===== config.mk =====
export PLATFORM = sky130hd
export DESIGN_NAME = uart_frame_parser
export DESIGN_NICKNAME = d
export VERILOG_FILES = /design/src/rtl/uart_frame_pkg.sv /design/src/rtl/frame_timeout_counter.sv /design/src/rtl/uart_frame_parser.sv
export SDC_FILE = /design/constraint.sdc
export NUM_CORES = 1
export LEC_CHECK = 0
export ABC_AREA = 1
export CORE_MARGIN = 3
export CORE_UTILIZATION = 35
export DETAILED_ROUTE_END_ITERATION = 8
export SLEW_MARGIN = 20
export SYNTH_ARGS = -nofsm -noshare
export SYNTH_HDL_FRONTEND = slang
export SYNTH_SLANG_ARGS = --single-unit

===== constraint.sdc =====
create_clock -name clk_100MHz -period 4.4 [get_ports clk_100MHz]
set_input_delay 0.88 -clock clk_100MHz [delete_from_list [all_inputs] [get_ports clk_100MHz]]
set_output_delay 0.88 -clock clk_100MHz [all_outputs]
set_load 0.005 [all_outputs]

===== src/rtl/uart_frame_pkg.sv =====
// Shared definitions for the UART command framer: parser state encoding,
// default start-of-frame byte and the 8-bit wrapping checksum helper.
// Combinational helpers only; no state, no flow control.
package uart_frame_pkg;

    typedef enum logic [1:0] {
        IDLE        = 2'd0,
        GET_LEN     = 2'd1,
        GET_PAYLOAD = 2'd2,
        GET_CHK     = 2'd3
    } frame_state_t;

    localparam logic [7:0] SOF_DEFAULT = 8'hA5;

    // Running checksum step: a good frame brings LEN + payload + CHK to zero.
    function automatic logic [7:0] uart_frame_chk(input logic [7:0] acc, input logic [7:0] data);
        return acc + data;
    endfunction

endpackage


===== src/rtl/frame_timeout_counter.sv =====
// Inter-byte inactivity counter for the frame parser.
// Latency: expired is combinational from the count register (asserts when count == TIMEOUT-1).
// Backpressure: none; clear dominates enable, count self-clears after expiry.
// Ports: clk_100MHz/reset (async, active-high), clear, enable, expired.
module frame_timeout_counter #(
    parameter int TIMEOUT = 1_000_000,
    parameter int TO_BITS = 20
) (
    input  logic clk_100MHz,
    input  logic reset,
    input  logic clear,
    input  logic enable,
    output logic expired
);

    logic [TO_BITS-1:0] count_q;

    assign expired = enable && (count_q == TO_BITS'(TIMEOUT - 1));

    always_ff @(posedge clk_100MHz or posedge reset) begin
        if (reset) begin
            count_q <= '0;
        end else if (clear) begin
            count_q <= '0;
        end else if (enable) begin
            // Wrap to zero on expiry so the counter never runs past TIMEOUT-1.
            count_q <= expired ? '0 : count_q + TO_BITS'(1);
        end
    end

endmodule


===== src/rtl/uart_frame_parser.sv =====
// Extracts SOF/LEN/payload/CHK command frames from the UART receiver byte stream.
// Latency: frame_valid / error pulses registered, one cycle after the deciding byte strobe.
// Backpressure: none; every rx_valid byte is consumed, back-to-back strobes allowed.
// Ports: clk_100MHz, reset (async, active-high), rx_valid/rx_byte in;
//        frame_valid/frame_len/frame_data, err_length/err_checksum/err_timeout, busy out.
module uart_frame_parser
    import uart_frame_pkg::*;
#(
    parameter int               DBITS    = 8,
    parameter int               MAX_LEN  = 4,
    parameter int               LEN_BITS = 3,
    parameter logic [DBITS-1:0] SOF      = SOF_DEFAULT,
    parameter int               TIMEOUT  = 1_000_000,
    parameter int               TO_BITS  = 20
) (
    input  logic                     clk_100MHz,
    input  logic                     reset,
    input  logic                     rx_valid,
    input  logic [DBITS-1:0]         rx_byte,
    output logic                     frame_valid,
    output logic [LEN_BITS-1:0]      frame_len,
    output logic [DBITS*MAX_LEN-1:0] frame_data,
    output logic                     err_length,
    output logic                     err_checksum,
    output logic                     err_timeout,
    output logic                     busy
);

    frame_state_t               state_q, state_d;
    logic [DBITS-1:0]           acc_q, acc_d;
    logic [LEN_BITS-1:0]        idx_q, idx_d;
    logic [LEN_BITS-1:0]        len_q, len_d;
    logic [DBITS-1:0]           shadow_q [MAX_LEN];
    logic [DBITS-1:0]           shadow_d [MAX_LEN];
    logic [LEN_BITS-1:0]        frame_len_d;
    logic [DBITS*MAX_LEN-1:0]   frame_data_d;
    logic                       frame_valid_d;
    logic                       err_length_d;
    logic                       err_checksum_d;
    logic                       err_timeout_d;
    logic                       to_clear;
    logic                       to_enable;
    logic                       to_expired;

    // Counter idles at zero outside a frame and restarts on every byte.
    assign to_clear  = rx_valid || (state_q == IDLE);
    assign to_enable = (state_q != IDLE);

    frame_timeout_counter #(
        .TIMEOUT (TIMEOUT),
        .TO_BITS (TO_BITS)
    ) u_timeout (
        .clk_100MHz (clk_100MHz),
        .reset      (reset),
        .clear      (to_clear),
        .enable     (to_enable),
        .expired    (to_expired)
    );

    always_comb begin
        state_d        = state_q;
        acc_d          = acc_q;
        idx_d          = idx_q;
        len_d          = len_q;
        shadow_d       = shadow_q;
        frame_len_d    = frame_len;
        frame_data_d   = frame_data;
        frame_valid_d  = 1'b0;
        err_length_d   = 1'b0;
        err_checksum_d = 1'b0;
        err_timeout_d  = 1'b0;

        if (rx_valid) begin
            case (state_q)
                IDLE: begin
                    // Non-SOF bytes between frames are line noise; drop quietly.
                    if (rx_byte == SOF) begin
                        state_d = GET_LEN;
                    end
                end
                GET_LEN: begin
                    // Full-width compare so e.g. 8'h84 is not mistaken for 4.
                    if ((rx_byte == '0) || (rx_byte > DBITS'(MAX_LEN))) begin
                        err_length_d = 1'b1;
                        state_d      = IDLE;
                    end else begin
                        len_d   = rx_byte[LEN_BITS-1:0];
                        acc_d   = rx_byte;
                        idx_d   = '0;
                        for (int i = 0; i < MAX_LEN; i++) begin
                            shadow_d[i] = '0;
                        end
                        state_d = GET_PAYLOAD;
                    end
                end
                GET_PAYLOAD: begin
                    for (int i = 0; i < MAX_LEN; i++) begin
                        if (idx_q == LEN_BITS'(i)) begin
                            shadow_d[i] = rx_byte;
                        end
                    end
                    acc_d = uart_frame_chk(acc_q, rx_byte);
                    if ((idx_q + LEN_BITS'(1)) == len_q) begin
                        state_d = GET_CHK;
                    end else begin
                        idx_d = idx_q + LEN_BITS'(1);
                    end
                end
                GET_CHK: begin
                    if (uart_frame_chk(acc_q, rx_byte) == '0) begin
                        // Shadow was zeroed on entry, so slots beyond len are already zero.
                        for (int i = 0; i < MAX_LEN; i++) begin
                            frame_data_d[i*DBITS +: DBITS] = shadow_q[i];
                        end
                        frame_len_d   = len_q;
                        frame_valid_d = 1'b1;
                    end else begin
                        err_checksum_d = 1'b1;
                    end
                    state_d = IDLE;
                end
                default: state_d = IDLE;
            endcase
        end else if (to_expired) begin
            // A byte on the expiry cycle takes the branch above instead.
            err_timeout_d = 1'b1;
            state_d       = IDLE;
        end
    end

    always_ff @(posedge clk_100MHz or posedge reset) begin
        if (reset) begin
            state_q      <= IDLE;
            acc_q        <= '0;
            idx_q        <= '0;
            len_q        <= '0;
            for (int i = 0; i < MAX_LEN; i++) begin
                shadow_q[i] <= '0;
            end
            frame_len    <= '0;
            frame_data   <= '0;
            frame_valid  <= 1'b0;
            err_length   <= 1'b0;
            err_checksum <= 1'b0;
            err_timeout  <= 1'b0;
            busy         <= 1'b0;
        end else begin
            state_q      <= state_d;
            acc_q        <= acc_d;
            idx_q        <= idx_d;
            len_q        <= len_d;
            shadow_q     <= shadow_d;
            frame_len    <= frame_len_d;
            frame_data   <= frame_data_d;
            frame_valid  <= frame_valid_d;
            err_length   <= err_length_d;
            err_checksum <= err_checksum_d;
            err_timeout  <= err_timeout_d;
            busy         <= (state_d != IDLE);
        end
    end

endmodule


# Yosys cells after proc, flatten, opt, wreduce, memory -nomap -nowiden
# Cells that the tools add are included.
# word_totals
reg_bits	108
input_bits	11
output_inout_bits	40
# classes
addsub	3
n_lt_le_gt_ge	1
eq_ne	15
muxes	31
bitwise	1
reduce_logical	19
# ops
cell	count
32-bit one-hot mux with 2 select lines	1
20-bit 2-to-1 mux	3
8-bit 2-to-1 mux	5
32-bit 2-to-1 mux	1
20-bit by 1-bit adder with 20-bit output (second input constant)	1
20-bit equality test (second input constant)	1
4-bit AND reduction	5
8-bit zero test	2
8-bit one-hot mux with 2 select lines	1
2-bit inequality test (second input constant)	6
1-bit 2-to-1 mux	11
2-bit 2-to-1 mux	5
3-bit AND reduction	3
8-bit adder	1
8-bit equality test (second input constant)	1
8-bit by 3-bit > comparator with 1-bit output (second input constant)	1
2-bit one-hot mux with 4 select lines	1
2-bit nonzero test	4
3-bit by 2-bit equality test with 1-bit output (second input constant)	2
3-bit 2-to-1 mux	2
3-bit one-hot mux with 2 select lines	1
2-bit equality test (second input constant)	2
3-bit by 1-bit adder with 3-bit output (second input constant)	1
3-bit by 1-bit equality test with 1-bit output (second input constant)	1
other kinds (7)	8

# Longest topological paths before layout
# depth
word_depth	6
mapped_depth	15

# Cells and area by module
# A second synthesis with hierarchy kept.
# unflattened
cells_unflattened	669
hier_area_um2	5525.3
# modules_own_cells
mod	n_inst	cells_per_inst	area_each_um2
uart_frame_parser	1	479	4202.8
frame_timeout_counter	1	190	1322.5

# Worst setup path after synthesis
# No wires, ideal clock.
# synth_path
path_type	input to register
from	in rx_byte[0]
to	reg frame_data[0]
setup_time_ns	0.116
t_arrival_ns	2.409
required_ns	4.284
path_slack_ns	1.874
stages	14
path_buffers	1
cell_sequence	ha_1 -> inv_1 -> fa_1 -> inv_1 -> nand2_1 -> nand2_1 -> nand3_1 -> nand2_1 -> nand3_1 -> nor2_2 -> nand3_4 -> buf_6 -> nand2_1 -> nand2_1
# synth_via
elab_chain_cells	3
# synth_lines
item	line_no	source
from (decl)	uart_frame_parser.sv:19	input logic [DBITS-1:0] rx_byte,
8-bit adder	uart_frame_pkg.sv:17	return acc + data;
8-bit zero test	uart_frame_parser.sv:110	if (uart_frame_chk(acc_q, rx_byte) == '0) begin
3-bit AND reduction (no source line)	-	
to (signal assigned)	uart_frame_parser.sv:154	frame_data <= frame_data_d;
to (decl)	uart_frame_parser.sv:22	output logic [DBITS*MAX_LEN-1:0] frame_data,
# No other way between the ends.
# A chain may end at the register's enable or synchronous reset.

# Worst setup path in the final report
# layout_path
from	in rx_byte[0]
to	reg frame_data[23]
# Same word-level chain as after synthesis.

==> run summary <==
CP cell instances - clkdlybuf4s50_1 > ha_1 > inv_1 > fa_1 > inv_1 > nand2_1 > nand2_1 > nand3_1 > nand2_1 > nand3_1 > nor2_2 > nand3_4 > nand2_1 > nand2_1
Fill count - 1,456
Final core utilization - 42.34%
Cell repeated most along the worst path - nand2_1
Synth cell types - 44
Die area - 0.01658 mm2
Crit-path max FO - 36
Gr ovfl total - 0
Die extent in x - 128.8 um
CP required - 4640 ps
Multi-input combinational cell area - 0.002261 mm2
CP Launch Type - primary input
Vias in the first global route - 4,034
Worst slew margin - 40.34%
Critical path class - primary input to register
Worst IR Drop VDD - 0.2236 mV
Post-synth EDFFs - 0
FF-to-FF path depth - 13
Final Wtd Congestion - 0.8968
Layout area overhead - 17.50%
Worst-Margin Slew - 894.9 ps
Row cnt - 44
Root buf cell - clkbuf_16
Delay-heaviest family, CP - simple AND/OR/NAND/NOR gates
MaxCap Viol Count - 0
Part of the power in registers - 42.9%
Worst Path Buf+Inv - 3
Worst hold path cell count - 2
Min cycle time layout - 3206 ps
RSZ-0062 raised after global routing - no
Post-DP HPWL - 8263 um
Number of port buffers - 50
Max frequency - 311.9 MHz
WL per Instance - 13.73 um
Post-synth top area share - 51.22%
Syn avg cell area - 8.692 um2
Post-route ant nets - 0
Residual DRC count - 0
Final Cycle Share - 72.86%
Drt pass-1 iters - 6
Final Slew Violations - 0
H-tree depth - 3
Top FF cell, synth - dfrtp_1
Power Internal - 1.681 mW
Core Area - 0.01464 mm2
Postcts setup bufs - 0
Worst flop-to-flop path endpoint - frame_data[23]$_DFFE_PP0P_
TritonCTS clock tree - built
Pin count of the biggest net entering global routing - 72
Sw Share - 31.90%
Hold Crit Endpoint - frame_data[28]$_DFFE_PP0P_
CTS Buf Count - 9
Vias per inst - 4.934
Worst setup EP type - register
Initial Util - 36.03%
YS warnings - 0
Combinational group share of total power - 23.2%
Asr flop ratio synth - 100.0%
Commonest cells post-synth - nand2_1, dfrtp_1, nand3_1
Initial antenna violation count - 0
Max clock buf depth - 2
Syn nets - 632
Synth top area cells - dfrtp_1, nand2_1, nand3_1, ha_1, nor2_1
Hold Startpoint - frame_data[28]$_DFFE_PP0P_
Synth Instances - 607
R2R Setup Slk - 2030 ps
Cell leakage power - 2.892 nW
Resized Gates After CTS - 0
Post-synthesis sequential area ratio - 51.22%
Critical path arrival - 3440 ps
R2r startpoint - acc_q[0]$_DFFE_PP0P_
Die Y - 128.8 um
Synth area leader - dfrtp_1
Slowest CP cell - clkdlybuf4s50_1
Antenna Cells - 0
# nets final - 679
#FFs+latches synth - 108
Final TNS setup - 0 ps
CTS clk-pin slew, worst paths - 70 ps
Most frequent cell after synthesis - nand2_1
Clock power share - 34.0%
PD cells - 398.0 mW/mm2
Layout cells sized above 1 - 9.408%
Outcome - finished, final reports clean
Ports - 51
Total GRT Usage - 14.77%
Number of clock sinks - 108
Detailed-route via count - 4,159
Final setup viols - 0
Cts-stage hold buffer count - 0
Psw - 0.7873 mW
Final Hold Vio Count - 0
Worst path max stage delay - 600 ps
First-pass GRT wire length - 19,670 um
Sequential standard cell area - 0.002703 mm2
Clock Skew - 10.93 ps
WL final - 11,580 um
Initial drt markers - 281
Post-synthesis cell area - 0.005276 mm2
Worst skew pair latency - 350 ps
Hold Path Class - register to register
worst max path at each step:
stage               startpoint                          to  cells past startpoint
floorplan                reset        acc_q[0]$_DFFE_PP0P_                      1
global placement    rx_byte[0]   frame_data[5]$_DFFE_PP0P_                     14
detailed placement  rx_byte[0]  frame_data[15]$_DFFE_PP0P_                     14
CTS                 rx_byte[0]  frame_data[23]$_DFFE_PP0P_                     14
global route        rx_byte[0]  frame_data[23]$_DFFE_PP0P_                     14
finish              rx_byte[0]  frame_data[23]$_DFFE_PP0P_                     14
final cells by class:
class                   instances  area share (%)
flip-flops and latches        108           43.59
multi-input cells             439           36.47
repair buffers                 52           8.517
well taps                     184           3.713
clock buffers                  10           3.693
inverters                      44           2.704
clock inverters                 6           1.312
flip-flops by register name, indices dropped and copies added (netlist names), 2 cells and up:
name               count
state_q                2
u_timeout.count_q     20
len_q                  3
idx_q                  3
frame_data            32
shadow_q              32
frame_len              3
acc_q                  8
kinds of logic (layout without fill, tap and decap cells):
| family | Yosys count | in the layout | synth area share (%) |
|---|---|---|---|
| AO/OA/AOI/OAI | 63 | 63 | 6.498 |
| XOR/XNOR | 11 | 11 | 1.826 |
| adder cells (fa/ha/maj) | 14 | 14 | 3.462 |
| buffers and inverters | 60 | 112 | 5.928 |
| flip-flops | 108 | 108 | 51.22 |
| multiplexers | 1 | 1 | 0.2134 |
| AND/OR/NAND/NOR | 350 | 350 | 30.85 |
per-layer routing:
layer / part of all wire (%) / track usage (%) / wire length (um) / vias to the layer above
li1: - / - / - / 2083
met1: 48 / 19.68 / 5565 / 1978
met2: 46 / 24.21 / 5378 / 85
met3: 4.1 / 3.611 / 473 / 13
met4: 1.4 / 3.891 / 160 / 0
met5: 0 / 0 / 0 / -
per-stage QoR:
stage	area, um2	power (mW)	worst slack (ps)	hold WS [ps]	instances
3_5_place_dp	5889	1.651	825.4	459.3	827
3_3_place_gp	5889	1.638	890.7	452.9	827
2_1_floorplan	5276	1.542	674.4	444.9	607
5_1_grt	6200	2.620	921.7	484.4	843
6_report	6200	2.468	1194	473.0	843
4_1_cts	6200	2.493	1194	478.8	843
cells in the final DEF (no fill, tap or decap), types with 9 or more instances in the layout:
cell type	netlist	final
nand2_1	191	191
nand2_2	12	12
clkdlybuf4s50_1	0	50
clkbuf_16	0	9
dfrtp_1	108	108
o21ai_0	23	23
inv_1	38	37
ha_1	13	13
nor2_1	39	39
o21ai_1	20	20
nand3_1	61	61
nor3_1	11	11
power groups by stage:
stage / combinational, mW / clock [mW] / sequential [mW]
after detailed placement: 0.575 / 0 / 1.08
after CTS: 0.575 / 0.860 / 1.06
final: 0.572 / 0.838 / 1.06
after floorplan: 0.472 / 0 / 1.07
after global placement: 0.562 / 0 / 1.08
after global routing: 0.650 / 0.907 / 1.06
tightest hold or removal path: stages (launching register included):
cell and delay (ps):
dfrtp_1 350, nand2_1 50, nand2_1 40
(Power assumes the default switching activity.)
